`src/rtl/bus_pkg.sv`:
```
// Shared definitions for the daisy-chained register bus.
//   BUS_ADDR_WIDTH / BUS_DATA_WIDTH : default bus widths
//   state_e                         : bus_initiator FSM states
//   bus_txn_t                       : one bus beat {addr, wdata, rdata, rw, valid}
package bus_pkg;

  localparam int unsigned BUS_ADDR_WIDTH = 16;
  localparam int unsigned BUS_DATA_WIDTH = 16;

  typedef enum logic [1:0] {
    IDLE  = 2'd0,
    ISSUE = 2'd1,
    WAIT  = 2'd2,
    RESP  = 2'd3
  } state_e;

  typedef struct packed {
    logic [BUS_ADDR_WIDTH-1:0] addr;
    logic [BUS_DATA_WIDTH-1:0] wdata;
    logic [BUS_DATA_WIDTH-1:0] rdata;
    logic                      rw;
    logic                      valid;
  } bus_txn_t;

endpackage

```
`src/rtl/bus_timeout_counter.sv`:
```
// Saturating wait counter for the bus initiator.
//   clk, rst_n : clock, asynchronous active-low reset
//   clear      : restart the count at zero (priority over enable)
//   enable     : advance one step; holds at the last value, never wraps
//   expired    : count has reached TIMEOUT_CYCLES-1
module bus_timeout_counter #(
  parameter int unsigned TIMEOUT_CYCLES = 255
) (
  input  logic clk,
  input  logic rst_n,
  input  logic clear,
  input  logic enable,
  output logic expired
);

  localparam int unsigned CW = $clog2(TIMEOUT_CYCLES + 1);
  localparam logic [CW-1:0] LAST = CW'(TIMEOUT_CYCLES - 1);

  logic [CW-1:0] count_q, count_d;

  always_comb begin
    count_d = count_q;
    if (clear) begin
      count_d = '0;
    end else if (enable && (count_q != LAST)) begin
      count_d = count_q + CW'(1);
    end
  end

  always_ff @(posedge clk or negedge rst_n) begin
    if (!rst_n) begin
      count_q <= '0;
    end else begin
      count_q <= count_d;
    end
  end

  assign expired = (count_q == LAST);

endmodule

```
`src/rtl/bus_initiator.sv`:
```
// Single-outstanding initiator for the daisy-chained register bus.
//   req_*   : host command port (valid/ready), one read or write at a time
//   resp_*  : one-cycle completion pulse with read data or timeout flag
//   stray_o : one-cycle pulse for any return that is not the expected one
//   *_o bus : chain head (valid_o strobes exactly one cycle per command)
//   *_i bus : chain tail, watched for the returning transaction
// All outputs are registered.
module bus_initiator
  import bus_pkg::*;
#(
  parameter int unsigned ADDR_WIDTH     = BUS_ADDR_WIDTH,
  parameter int unsigned DATA_WIDTH     = BUS_DATA_WIDTH,
  parameter int unsigned TIMEOUT_CYCLES = 255
) (
  input  logic                  clk,
  input  logic                  rst_n,
  input  logic                  req_valid_i,
  output logic                  req_ready_o,
  input  logic                  req_rw_i,
  input  logic [ADDR_WIDTH-1:0] req_addr_i,
  input  logic [DATA_WIDTH-1:0] req_wdata_i,
  output logic                  resp_valid_o,
  output logic [DATA_WIDTH-1:0] resp_rdata_o,
  output logic                  resp_timeout_o,
  output logic                  stray_o,
  output logic [ADDR_WIDTH-1:0] addr_o,
  output logic [DATA_WIDTH-1:0] wdata_o,
  output logic [DATA_WIDTH-1:0] rdata_o,
  output logic                  rw_o,
  output logic                  valid_o,
  input  logic [ADDR_WIDTH-1:0] addr_i,
  input  logic [DATA_WIDTH-1:0] wdata_i,
  input  logic [DATA_WIDTH-1:0] rdata_i,
  input  logic                  rw_i,
  input  logic                  valid_i
);

  state_e                state_q, state_d;
  logic [ADDR_WIDTH-1:0] addr_q, addr_d;
  logic [DATA_WIDTH-1:0] wdata_q, wdata_d;
  logic                  rw_q, rw_d;
  logic                  valid_q, valid_d;
  logic                  req_ready_q, req_ready_d;
  logic                  resp_valid_q, resp_valid_d;
  logic [DATA_WIDTH-1:0] resp_rdata_q, resp_rdata_d;
  logic                  resp_timeout_q, resp_timeout_d;
  logic                  stray_q, stray_d;

  logic match;
  logic cnt_clear;
  logic cnt_enable;
  logic cnt_expired;

  // Returning write data is not needed; the return is identified by addr/rw.
  logic unused_wdata;
  assign unused_wdata = ^wdata_i;

  assign match = valid_i && (addr_i == addr_q) && (rw_i == rw_q);

  bus_timeout_counter #(
    .TIMEOUT_CYCLES(TIMEOUT_CYCLES)
  ) u_timeout (
    .clk    (clk),
    .rst_n  (rst_n),
    .clear  (cnt_clear),
    .enable (cnt_enable),
    .expired(cnt_expired)
  );

  always_comb begin
    state_d        = state_q;
    addr_d         = addr_q;
    wdata_d        = wdata_q;
    rw_d           = rw_q;
    valid_d        = 1'b0;
    req_ready_d    = req_ready_q;
    resp_valid_d   = 1'b0;
    resp_rdata_d   = resp_rdata_q;
    resp_timeout_d = resp_timeout_q;
    cnt_clear      = 1'b0;
    cnt_enable     = 1'b0;
    // Anything on the tail that is not the awaited return is flagged.
    stray_d        = valid_i && !((state_q == WAIT) && match);

    unique case (state_q)
      IDLE: begin
        // Ready comes up one edge after reset release, since it resets low.
        req_ready_d = 1'b1;
        if (req_valid_i && req_ready_q) begin
          addr_d      = req_addr_i;
          wdata_d     = req_wdata_i;
          rw_d        = req_rw_i;
          valid_d     = 1'b1;
          req_ready_d = 1'b0;
          state_d     = ISSUE;
        end
      end
      ISSUE: begin
        cnt_clear = 1'b1;
        state_d   = WAIT;
      end
      WAIT: begin
        // Match is tested first so it wins over a simultaneous expiry.
        if (match) begin
          resp_rdata_d   = rdata_i;
          resp_timeout_d = 1'b0;
          resp_valid_d   = 1'b1;
          state_d        = RESP;
        end else if (cnt_expired) begin
          resp_rdata_d   = '0;
          resp_timeout_d = 1'b1;
          resp_valid_d   = 1'b1;
          state_d        = RESP;
        end else begin
          cnt_enable = 1'b1;
        end
      end
      RESP: begin
        req_ready_d = 1'b1;
        state_d     = IDLE;
      end
      default: begin
        state_d = IDLE;
      end
    endcase
  end

  always_ff @(posedge clk or negedge rst_n) begin
    if (!rst_n) begin
      state_q        <= IDLE;
      addr_q         <= '0;
      wdata_q        <= '0;
      rw_q           <= 1'b0;
      valid_q        <= 1'b0;
      req_ready_q    <= 1'b0;
      resp_valid_q   <= 1'b0;
      resp_rdata_q   <= '0;
      resp_timeout_q <= 1'b0;
      stray_q        <= 1'b0;
    end else begin
      state_q        <= state_d;
      addr_q         <= addr_d;
      wdata_q        <= wdata_d;
      rw_q           <= rw_d;
      valid_q        <= valid_d;
      req_ready_q    <= req_ready_d;
      resp_valid_q   <= resp_valid_d;
      resp_rdata_q   <= resp_rdata_d;
      resp_timeout_q <= resp_timeout_d;
      stray_q        <= stray_d;
    end
  end

  assign req_ready_o    = req_ready_q;
  assign resp_valid_o   = resp_valid_q;
  assign resp_rdata_o   = resp_rdata_q;
  assign resp_timeout_o = resp_timeout_q;
  assign stray_o        = stray_q;
  assign addr_o         = addr_q;
  assign wdata_o        = wdata_q;
  assign rw_o           = rw_q;
  assign valid_o        = valid_q;
  assign rdata_o        = '0;

endmodule

```
`config.mk`:
```
export PLATFORM = sky130hd
export DESIGN_NAME = bus_initiator
export DESIGN_NICKNAME = d
export VERILOG_FILES = /design/src/rtl/bus_pkg.sv /design/src/rtl/bus_timeout_counter.sv /design/src/rtl/bus_initiator.sv
export SDC_FILE = /design/constraint.sdc
export NUM_CORES = 1
export LEC_CHECK = 0
export ABC_AREA = 1
export CORE_ASPECT_RATIO = 0.8
export CORE_MARGIN = 2
export CORE_UTILIZATION = 45
export CTS_BUF_LIST = sky130_fd_sc_hd__clkbuf_4 sky130_fd_sc_hd__clkbuf_8
export DETAILED_ROUTE_END_ITERATION = 7
export GPL_ROUTABILITY_DRIVEN = 0
export GPL_TIMING_DRIVEN = 0
export HOLD_SLACK_MARGIN = 0.02
export PLACE_DENSITY = 0.89
export SLEW_MARGIN = 25
export SYNTH_ARGS = -nofsm -noshare
export SYNTH_HDL_FRONTEND = slang
export SYNTH_SLANG_ARGS = --single-unit
```
`constraint.sdc`:
```
create_clock -name clk -period 4.65 [get_ports clk]
set_input_delay 0.6975 -clock clk [delete_from_list [all_inputs] [get_ports clk]]
set_output_delay 0.6975 -clock clk [all_outputs]
set_load 0.03 [all_outputs]
```
* Word level (Yosys, flattened, before mapping) *
Index checks and enable logic that the tools add are counted.
Widths: inputs -> output; s select.

word-level totals
  register bits after elaboration = 64
  bits in latches = 0
  memory bits (writable) = 0
  ROM bits = 0
  bits of input ports = 86
  word-level logic and storage cells = 56
  memories kept = 0

operators by class
  add/sub/neg operators = 1
  multipliers = 0
  div/mod/pow operators = 0
  order comparisons = 0
  equality and inequality tests = 9
  shift-type cells = 0
  multiplexer cells = 21
  bitwise operators = 0
  reductions and logical operators = 14

operator list
  cell                 count
  $mux 16              2
  $eq 16x16->1         1
  $mux 8               2
  $mux 1               12
  $add 8x1->8 const B  1
  $eq 8x8->1 const B   1
  $ne 8x8->1 const B   1
  $pmux 2 s4           1
  $logic_and 1x1->1    6
  $mux 2               3
  $reduce_and 2->1     3
  $reduce_bool 2->1    3
  $eq 2x2->1 const B   2
  $ne 3x3->1 const B   1
  $eq 2x1->1 const B   1
  $logic_not 2->1      1
  $ne 2x2->1 const B   1
  $pmux 1 s2           1
  $eq 1x1->1           1
  $logic_not 1->1      1

* Longest topological paths before layout *
Gate-level depths: netlist (run 1).

  depth after elaboration = 8
  gate-level depth with buffers = 12
  mapped depth without buffers = 11

* By module *
A second synthesis (run 1) with hierarchy kept.

unflattened totals
  cell total of the unflattened synthesis = 433
  area total of the unflattened synthesis = 3304.4 um2

by module, submodules not included
  module               instances  cells an instance  area each (um2)
  bus_initiator        1          359                2780.2
  bus_timeout_counter  1          74                 524.3

* Least setup slack after synthesis (run 1) *
Ideal clock, no wire load.

  path kind = input to register
  start = input port addr_i[11]
  end = register resp_rdata_q[0], in the netlist resp_rdata_o[0]
  setup time = 0.118 ns
  arrival time = 1.599 ns
  setup slack = 2.934 ns
  stages = 12
  cell sequence = inv_1 > nand2_1 > nand2_1 > nor2_1 > nand2_1 > nor2_1 > nand3_2 > nand2_2 > nand2_2 > buf_6 > nand2_1 > nand2_1

between the ends
  word-level cells in the longest chain between the ends = 5
  elaborated cells on any way between the ends = 6
  those cells by class = eq/ne: 1; mux: 1; reduce/logical: 4

ends and longest elaborated chain
  item                                line                  text
  start, declared                     bus_initiator.sv:31   input logic [ADDR_WIDTH-1:0] addr_i,
  $eq 16x16->1 (*)                    bus_initiator.sv:58   assign match = valid_i && (addr_i == addr_q) && (rw_i == rw_q);
  $logic_and 1x1->1 (*) (2 in a row)  bus_initiator.sv:58
  $reduce_bool 2->1 (no line)         -
  $reduce_and 2->1 (no line)          -
  end signal, assigned                bus_initiator.sv:148  resp_rdata_q <= resp_rdata_d;
  end, declared                       bus_initiator.sv:45   logic [DATA_WIDTH-1:0] resp_rdata_q, resp_rdata_d;

Every way passes the cells marked *; elsewhere a longest branch is shown, timed or not.
A chain may end at the register's enable or synchronous reset.

* Worst setup path after layout (run 1) *
  start = register rw_q, in the netlist rw_o
  end = output port rw_o

RTL lines
  item                    line                  text
  start, declared         bus_initiator.sv:41   logic rw_q, rw_d;
  start signal, assigned  bus_initiator.sv:144  rw_q <= rw_d;
  end, declared           bus_initiator.sv:29   output logic rw_o,

No word-level cell between the ends.

==> results of run 1 <==
-- how the worst max path moves through the flow --
stage | end | slack (ps) | depth (start not counted)
4_1_cts | addr_o[4] | 2490 | 1
5_1_grt | u_timeout.count_q[2] | 2420 | 12
2_1_floorplan | resp_rdata_o[0] | 2930 | 12
6_report | rw_o | 2500 | 1
3_5_place_dp | u_timeout.count_q[5] | 2200 | 12
3_3_place_gp | wdata_o[8] | 850 | 1
-- kinds of logic after synthesis --
family | count (synthesis) | synth area share
other | 1 | 0.00121
XOR/XNOR | 7 | 0.0198
flip-flops | 64 | 0.516
AND/OR/NAND/NOR | 239 | 0.304
adder cells (fa/ha/maj) | 6 | 0.0242
buffers and inverters | 63 | 0.102
AO/OA/AOI/OAI | 18 | 0.0327
-- routing by layer --
metal  track usage  share of wire
met5             0              0
met4        0.0887          0.027
met3        0.0837          0.067
met2         0.354           0.48
met1         0.265           0.42
-- report_power, final --
part	internal (W)	leakage, nW	switching (W)
Sequential	0.000724	0.826	0.000127
Clock	0.000319	0.117	0.000224
Combinational	0.000469	1.50	0.000726
Total	0.00151	2.44	0.00108
-- placed cells by master, fill, tap and decap left out, types with 5 or more instances in the layout --
cell type and instances:
ha_1 6, xnor2_1 5, clkdlybuf4s50_1 122, inv_1 34
nand2_1 196, clkbuf_8 10, dfrtp_1 64, nor2_1 22
buf_4 18, conb_1 16, nand3_1 13, clkbuf_1 5
o21ai_0 15
-- through the flow --
stage / setup slack [ps] / total power, W / util / std cells / hold WS, ps
after floorplan: 2930 / 0.00155 / - / 413 / 402
after global placement: 847 / 0.00200 / 0.663 / 623 / 453
after detailed placement: 2200 / 0.00205 / 0.665 / 624 / 457
after CTS: 2490 / 0.00261 / 0.699 / 640 / 276
after global routing: 2420 / 0.00275 / 0.699 / 640 / 289
final: 2500 / 0.00259 / 0.699 / 640 / 277
-- flip-flops by register name, indices dropped and copies added, names as in the netlist --
register,flops
wdata_o,16
addr_o,16
resp_valid_o,1
state_q,2
req_ready_o,1
rw_o,1
stray_o,1
resp_rdata_o,16
valid_o,1
u_timeout.count_q,8
resp_timeout_o,1
-- layout make-up --
cell class,instances,area [µm²],share of cell area
sequential,64,1600,0.337
timing repair buffer,124,1250,0.263
multi-input combinational,286,1240,0.262
buffer,27,181,0.0382
clock buffer,10,138,0.0290
inverter,36,135,0.0285
tap,87,109,0.0229
clock inverter,6,91.3,0.0192
==> out/metrics.cfg, run 1 <==
[status]
outcome = finished clean

[clock_network]
cts_tree = built
cts_sinks = 64
cts_buffer_depth = 2
cts_resized = 0
numCtsBuffers = 9
cts_setup_buffers = 0
path_clk_slew_ps = 70
cts.htree.levels = 3
root_buffer = clkbuf_8
clock_latency_ps = 340
cts_hold_buf = 0

[global_route]
grt_overflow = 0
grt_max_degree = 35
grt_pass1_wl_um = 13200
grt_pass1_vias = 2848
antenna_found_initial = 0
track_usage = 0.219

[timing]
fin_crit_sh = 0.462
finalSetupTns_ps = 0
fin_crit_ps = 2150
final_max_slew_viol_count = 0
hold_viol = 0
setup_violations = 0
finClkSkew_ps = 9.18
fmax_ghz = 0.466
rsz0062_at_grt = false

[die]
dieWidth_um = 96.8
die_area_um2 = 7580
core_um2 = 6790
row_count = 27
top_level_ports = 156
fp.dieH_um = 78.3
initial_core_util = 0.457

[logic_synthesis]
syn_area_um2 = 3100
yosysMostFrequentCell = nand2_1
synth_seq_cells = 64
synth_top_area_share = 0.516
yosysUniqueCellTypes = 26
ys_seq_area_frac = 0.516
synth-main-ff-cell = dfrtp_1
synth.yosys.warnings = 0
synth_edf_count = 0
synth_common_cells = nand2_1, dfrtp_1, inv_1
synth.avg_cell_area_um2 = 7.80
synthArstFlopShare = 1.00
synth_area_leader_cell = dfrtp_1
synthTopCellsByArea = dfrtp_1, nand2_1, buf_4
synth_cells = 398

[final_layout]
drive_gt1_frac = 0.0814
insertedDiodeCount = 0
nets = 640
area_delta_synth_final_pct = 52.9
final_area_um2 = 4750
nFillCells = 519

[worst_setup_path]
critPathMaxStageDelay_ps = 720
cp_slowest_cell = clkdlybuf4s50_1
path_buf_inv = 1
critPathMaxFanout = 3
crit_start = rw_o
critPathKind = flop to output pin
endpoint_kind = output pin
path_delay_family = buffers and inverters
worstReg2RegStart = state_q[1]
reg2reg_slack_ps = 2730
startpoint_type = flop
reg2reg_depth = 7
worstPathArrival_ps = 1450
worstPathCellList = clkdlybuf4s50_1
r2r_end = u_timeout.count_q[1]
crit_required_ps = 3950

[drt]
wire_per_inst_um = 12.6
drc = 0
ant_nets = 0
routed_wl_um = 8090
dr.pass1.iters = 4
vias_per_cell = 4.65
vias = 2976
initialDrtViolationCount = 117

[placement]
portBuffers = 123
hpwlAfterDp_um = 6180
place_area_um2 = 4520

[pwr]
power_density_nw_per_um2 = 546
ir_drop_mv = 0.379
total_leakage_power_nw = 2.44

[job]
cap_violations = 0

[worst_hold_path]
hp-class = input port to asynchronous set/reset pin

(Power assumes the default switching activity.)
==> run 2: changes to the inputs <==
--- a/config.mk
+++ b/config.mk
@@ -8,13 +8,13 @@
 export ABC_AREA = 1
 export CORE_ASPECT_RATIO = 0.8
 export CORE_MARGIN = 2
-export CORE_UTILIZATION = 45
+export CORE_UTILIZATION = 37
 export CTS_BUF_LIST = sky130_fd_sc_hd__clkbuf_4 sky130_fd_sc_hd__clkbuf_8
 export DETAILED_ROUTE_END_ITERATION = 7
 export GPL_ROUTABILITY_DRIVEN = 0
 export GPL_TIMING_DRIVEN = 0
 export HOLD_SLACK_MARGIN = 0.02
-export PLACE_DENSITY = 0.89
+export PLACE_DENSITY = 0.78
 export SLEW_MARGIN = 25
 export SYNTH_ARGS = -nofsm -noshare
 export SYNTH_HDL_FRONTEND = slang
==> constraint.sdc (replaced) <==
create_clock -name clk -period 1.8 [get_ports clk]
set_input_delay 0.27 -clock clk [delete_from_list [all_inputs] [get_ports clk]]
set_output_delay 0.27 -clock clk [all_outputs]
set_load 0.03 [all_outputs]
==> run 2 against run 1 <==
Against the previous run:
- combinational power increased to 2.6 times the previous value
- critical path depth is the same
- wire length is 0.57% higher
- clock skew rose by 6.1 ps
- global-route usage fell by 3.0 points
- sequential share of layout area decreased by 0.74 points
- final cell count rose by 3.6%
- non-clock buffer count is 2 higher
- critical path type unchanged
- largest power group unchanged
==> out/metrics.cfg, run 2 (synthesis gave the netlist of run 1 again) <==
[worst_setup_path]
crit_required_ps = 1530  ; -2420 ps
reg2reg_slack_ps = 170  ; -2560 ps
critPathKind = flop to output pin
r2r_end = resp_rdata_o[2]
worstReg2RegStart = addr_o[5]
startpoint_type = flop
critPathMaxFanout = 4  ; +1
endpoint_kind = output pin
worstPathArrival_ps = 1460  ; about the same
reg2reg_depth = 12  ; +5
path_buf_inv = 1  ; unchanged
path_delay_family = buffers and inverters
worstPathCellList = clkdlybuf4s50_1
critPathMaxStageDelay_ps = 730  ; about the same
cp_slowest_cell = clkdlybuf4s50_1

[final_layout]
final_common_cell = nand2_1
nets = 642  ; +0.31%
final_area_um2 = 4850  ; +2.2%
final_cells = 663  ; +3.6%
insertedDiodeCount = 0  ; unchanged
area_delta_synth_final_pct = 56.4
drive_gt1_frac = 0.0991  ; +0.0177
mostFrequentLayoutCells = nand2_1, clkdlybuf4s50_1, dfrtp_1, inv_1, nor2_1

[timing]
final_max_slew_viol_count = 0  ; unchanged
finClkSkew_ps = 15.3  ; +6.11 ps
setup_violations = 0  ; unchanged
setup_ws_ps = 67.4  ; -2440 ps
rsz0062_at_grt = false
fin_crit_ps = 1730
hold_viol = 0  ; unchanged
finalSetupTns_ps = 0  ; unchanged
fin_crit_sh = 0.963
fmax_ghz = 0.577

[clock_network]
cts_buffer_depth = 2  ; unchanged
cts_tree = built
path_clk_slew_ps = 70  ; about the same
cts.htree.levels = 3  ; unchanged
root_buffer = clkbuf_8
numCtsBuffers = 9  ; unchanged
cts_sinks = 64  ; unchanged
clock_latency_ps = 350  ; about the same

[status]
outcome = finished clean

[drt]
ant_nets = 0  ; unchanged
drc = 0  ; unchanged
vias = 2900  ; -2.6%
dr.pass1.iters = 4  ; unchanged
vias_per_cell = 4.37  ; -5.9%
initialDrtViolationCount = 149  ; +27%
wire_per_inst_um = 12.3  ; -2.9%
routed_wl_um = 8130  ; +0.57%

[pwr]
ir_drop_mv = 0.730  ; +93%
power_density_nw_per_um2 = 1410  ; +160%
total_leakage_power_nw = 2.50  ; +2.3%

[placement]
place_area_um2 = 4550  ; +0.75%
portBuffers = 123  ; unchanged
numPlacedInstances = 645  ; +3.4%
hpwlAfterDp_um = 6040  ; -2.2%
pre_cts_slack_ps = -178  ; -2380 ps

[worst_hold_path]
hp-class = input port to asynchronous set/reset pin

[die]
top_level_ports = 156  ; unchanged
core_um2 = 8020  ; +18%
row_count = 29  ; +7.4%
dieWidth_um = 106  ; +9.9%
fp.dieH_um = 85.9  ; +9.8%
die_area_um2 = 9140  ; +21%
initial_core_util = 0.387  ; -0.0700

[global_route]
grt_pass1_vias = 2799  ; -1.7%
grt_overflow = 0  ; unchanged
grt_pass1_wl_um = 13500  ; +2.6%
grt_max_degree = 54  ; +54%
track_usage = 0.188  ; -0.0302
antenna_found_initial = 0  ; unchanged

[job]
cap_violations = 0  ; unchanged

## run 2: worst max path at each step
| stage | start | endpoint | cells after the start |
|---|---|---|---|
| finish | addr_o[15] | addr_o[15] | 1 |
| global route | state_q[0] | wdata_o[1] | 7 |
| global placement | rst_n | resp_valid_o | 1 |
| floorplan | addr_o[14] | resp_rdata_o[0] | 12 |
| CTS | state_q[0] | wdata_o[3] | 9 |
| detailed placement | addr_i[3] | u_timeout.count_q[7] | 12 |
## run 2: area by class of cell
| cell class | instances | area, µm² |
|---|---|---|
| Fill cell | 724 | 3170 |
| Sequential cell | 64 | 1600 |
| Timing Repair Buffer | 127 | 1280 |
| Multi-Input combinational cell | 286 | 1260 |
| Buffer | 26 | 190 |
| Clock buffer | 11 | 145 |
| Inverter | 36 | 136 |
| Tap cell | 108 | 135 |
| Clock inverter | 5 | 104 |
## run 2: through the flow
step                 util  hold slack (ps)  power [W]
finish              0.605              312    0.00684
global route        0.605              313    0.00732
CTS                 0.600              295    0.00686
detailed placement  0.567              131    0.00529
global placement    0.564              453    0.00518
floorplan               -            -25.6    0.00401
## run 2: metal layers
metal	vias to the layer above	GRT usage	share of wire
li1	1476	-	-
met1	1329	0.243	0.46
met2	82	0.303	0.47
met3	13	0.0684	0.064
met4	0	0.0490	0.015
met5	-	0	0
## run 2: power breakdown
part / switching, W / total (W) / internal (W)
registers: 0.000335 / 0.00221 / 0.00187
logic: 0.00187 / 0.00310 / 0.00124
clock network: 0.000559 / 0.00153 / 0.000974
## run 2: what timing repair did
action / in CTS / in global routing
hold buffers: 1 / 0
hold endpoints to repair: 11 / 0
endpoints found under the setup margin: 10 / 44
pin swaps: 0 / 2
resized for setup: 2 / 14
setup buffers: 0 / 2
==> run 3: changes to the inputs <==
--- a/config.mk
+++ b/config.mk
@@ -8,13 +8,13 @@
 export ABC_AREA = 1
 export CORE_ASPECT_RATIO = 0.8
 export CORE_MARGIN = 2
-export CORE_UTILIZATION = 37
+export CORE_UTILIZATION = 30
 export CTS_BUF_LIST = sky130_fd_sc_hd__clkbuf_4 sky130_fd_sc_hd__clkbuf_8
 export DETAILED_ROUTE_END_ITERATION = 7
 export GPL_ROUTABILITY_DRIVEN = 0
 export GPL_TIMING_DRIVEN = 0
 export HOLD_SLACK_MARGIN = 0.02
-export PLACE_DENSITY = 0.78
+export PLACE_DENSITY = 0.65
 export SLEW_MARGIN = 25
 export SYNTH_ARGS = -nofsm -noshare
 export SYNTH_HDL_FRONTEND = slang
==> run 3 against run 2 <==
Against the previous run:
- die area increased by 22%
- non-clock buffer count increased by 1
- sequential share of layout area decreased by 0.093 points
- clock power decreased by 8%
- via count decreased by 1.9%
- critical path depth unchanged
- final cell count increased by 5.0%
- critical endpoint is now addr_o[2]
==> out/metrics.cfg, run 3 (synthesis gave the netlist of run 1 again) <==
[worst_setup_path]
path_buf_inv = 1  ; unchanged
critPathKind = flop to output pin
reg2reg_depth = 9  ; -3
endpoint_kind = output pin
worstPathArrival_ps = 1450  ; about the same
path_delay_family = buffers and inverters
startpoint_type = flop
worstPathCellList = clkdlybuf4s50_1
cp_slowest_cell = clkdlybuf4s50_1
critPathMaxFanout = 3  ; -1
crit_cells = 1  ; unchanged
critPathMaxStageDelay_ps = 690  ; -40 ps
crit_required_ps = 1530  ; about the same

[drt]
dr.pass1.iters = 4  ; unchanged
ant_nets = 0  ; unchanged
routed_wl_um = 7940  ; -2.3%
initialDrtViolationCount = 128  ; -14%
wire_per_inst_um = 11.4  ; -7.0%
vias = 2844  ; -1.9%
drc = 0  ; unchanged
vias_per_cell = 4.09  ; -6.6%

[final_layout]
insertedDiodeCount = 0  ; unchanged
drive_gt1_frac = 0.0989  ; -0.000178
nFillCells = 1010  ; +40%
final_area_um2 = 4870  ; +0.28%
multiInputGateArea_um2 = 1250  ; -0.80%
final_common_cell = nand2_1
area_delta_synth_final_pct = 56.8
mostFrequentLayoutCells = nand2_1, clkdlybuf4s50_1, dfrtp_1, inv_1
nets = 643  ; +0.16%
ff_latch_area_um2 = 1600  ; unchanged

[clock_network]
numCtsBuffers = 9  ; unchanged
clock_latency_ps = 340  ; about the same
root_buffer = clkbuf_8
path_clk_slew_ps = 80  ; about the same
cts_buffer_depth = 2  ; unchanged
cts_sinks = 64  ; unchanged
cts_tree = built
cts.htree.levels = 3  ; unchanged

[die]
die_area_um2 = 11200  ; +22%
core_um2 = 10200  ; +27%
initial_core_util = 0.305  ; -0.0815
top_level_ports = 156  ; unchanged
dieWidth_um = 118  ; +11%
fp.dieH_um = 95.0  ; +11%
row_count = 33  ; +14%

[placement]
pre_cts_slack_ps = -229  ; -50.8 ps
portBuffers = 123  ; unchanged
place_area_um2 = 4590  ; +0.88%
hpwlAfterDp_um = 5940  ; -1.6%

[pwr]
p_sw_frac = 0.411  ; +0.00757
power_w = 0.00666  ; -2.6%
power_density_nw_per_um2 = 1370  ; -2.9%
power.clock.fraction = 0.212  ; -0.012
ir_drop_mv = 0.749  ; +2.6%
power_frac_comb = 0.459  ; +0.005
p_sw_w = 0.00274  ; -0.81%
p_int_w = 0.00392  ; -3.9%
pwr-share-seq = 0.329  ; +0.007
total_leakage_power_nw = 2.49  ; -0.17%

[global_route]
grt_pass1_wl_um = 13200  ; -2.3%
antenna_found_initial = 0  ; unchanged
grt_overflow = 0  ; unchanged
grt_pass1_vias = 2811  ; +0.43%
track_usage = 0.148  ; -0.0402
grt_max_degree = 52  ; -3.7%

[timing]
setup_violations = 0  ; unchanged
final_max_slew_viol_count = 0  ; unchanged
rsz0062_at_grt = false
fin_crit_sh = 0.958  ; -0.00471
finClkSkew_ps = 13.7  ; -1.55 ps
fmax_ghz = 0.580  ; +0.49%
fin_crit_ps = 1720  ; -8.47 ps
finalSetupTns_ps = 0  ; unchanged
hold_slack_ps = 333  ; +20.9 ps
hold_viol = 0  ; unchanged
setup_ws_ps = 75.9  ; +8.47 ps

[job]
cap_violations = 0  ; unchanged

[worst_hold_path]
hp-class = input port to asynchronous set/reset pin

[status]
outcome = finished clean

==> run 3: area by class of cell <==
class,instances,area share
Clock inverter,6,0.0188
Multi-Input combinational cell,286,0.257
Clock buffer,10,0.0283
Buffer,26,0.0383
Timing Repair Buffer,128,0.265
Tap cell,140,0.0360
Sequential cell,64,0.329
Inverter,36,0.0280
==> run 3: final timing paths <==
kind | from | to | slack (ps)
setup / recovery | addr_o[2] | addr_o[2] | 80
hold / removal | rst_n | wdata_o[2] | 330
setup reg to reg | addr_o[2] | resp_rdata_o[12] | 190
hold reg to reg | wdata_o[8] | wdata_o[8] | 470
max in group asynchronous | rst_n | u_timeout.count_q[4] | 950
min in group clk | req_wdata_i[15] | wdata_o[15] | 460
==> run 3: what timing repair did <==
item,4_1_cts,5_1_grt
pin swaps,0,1
setup buffers,0,3
cloned,0,0
hold buffers,1,0
endpoints found under the setup margin,12,38
hold endpoints to repair,13,0
gates resized for setup,2,10
==> run 3: power by group through the flow <==
| stage | Clock [W] | Combinational (W) | Sequential, W |
|---|---|---|---|
| 2_1_floorplan | 0 | 0.00111 | 0.00290 |
| 3_3_place_gp | 0 | 0.00300 | 0.00220 |
| 3_5_place_dp | 0 | 0.00307 | 0.00222 |
| 4_1_cts | 0.00147 | 0.00308 | 0.00220 |
| 5_1_grt | 0.00155 | 0.00336 | 0.00226 |
| 6_report | 0.00141 | 0.00306 | 0.00219 |
==> run 3: metrics by stage <==
stage               cells   util
detailed placement    677  0.452
global placement      676  0.449
global route          696  0.479
CTS                   694  0.476
finish                696  0.479
floorplan             413      -
==> run 3: metal layers <==
metal / GRT usage / share of wire / vias to the layer above
li1: - / - / 1467
met1: 0.183 / 0.46 / 1289
met2: 0.244 / 0.47 / 78
met3: 0.0483 / 0.059 / 10
met4: 0.0552 / 0.013 / 0
met5: 0 / 0 / -
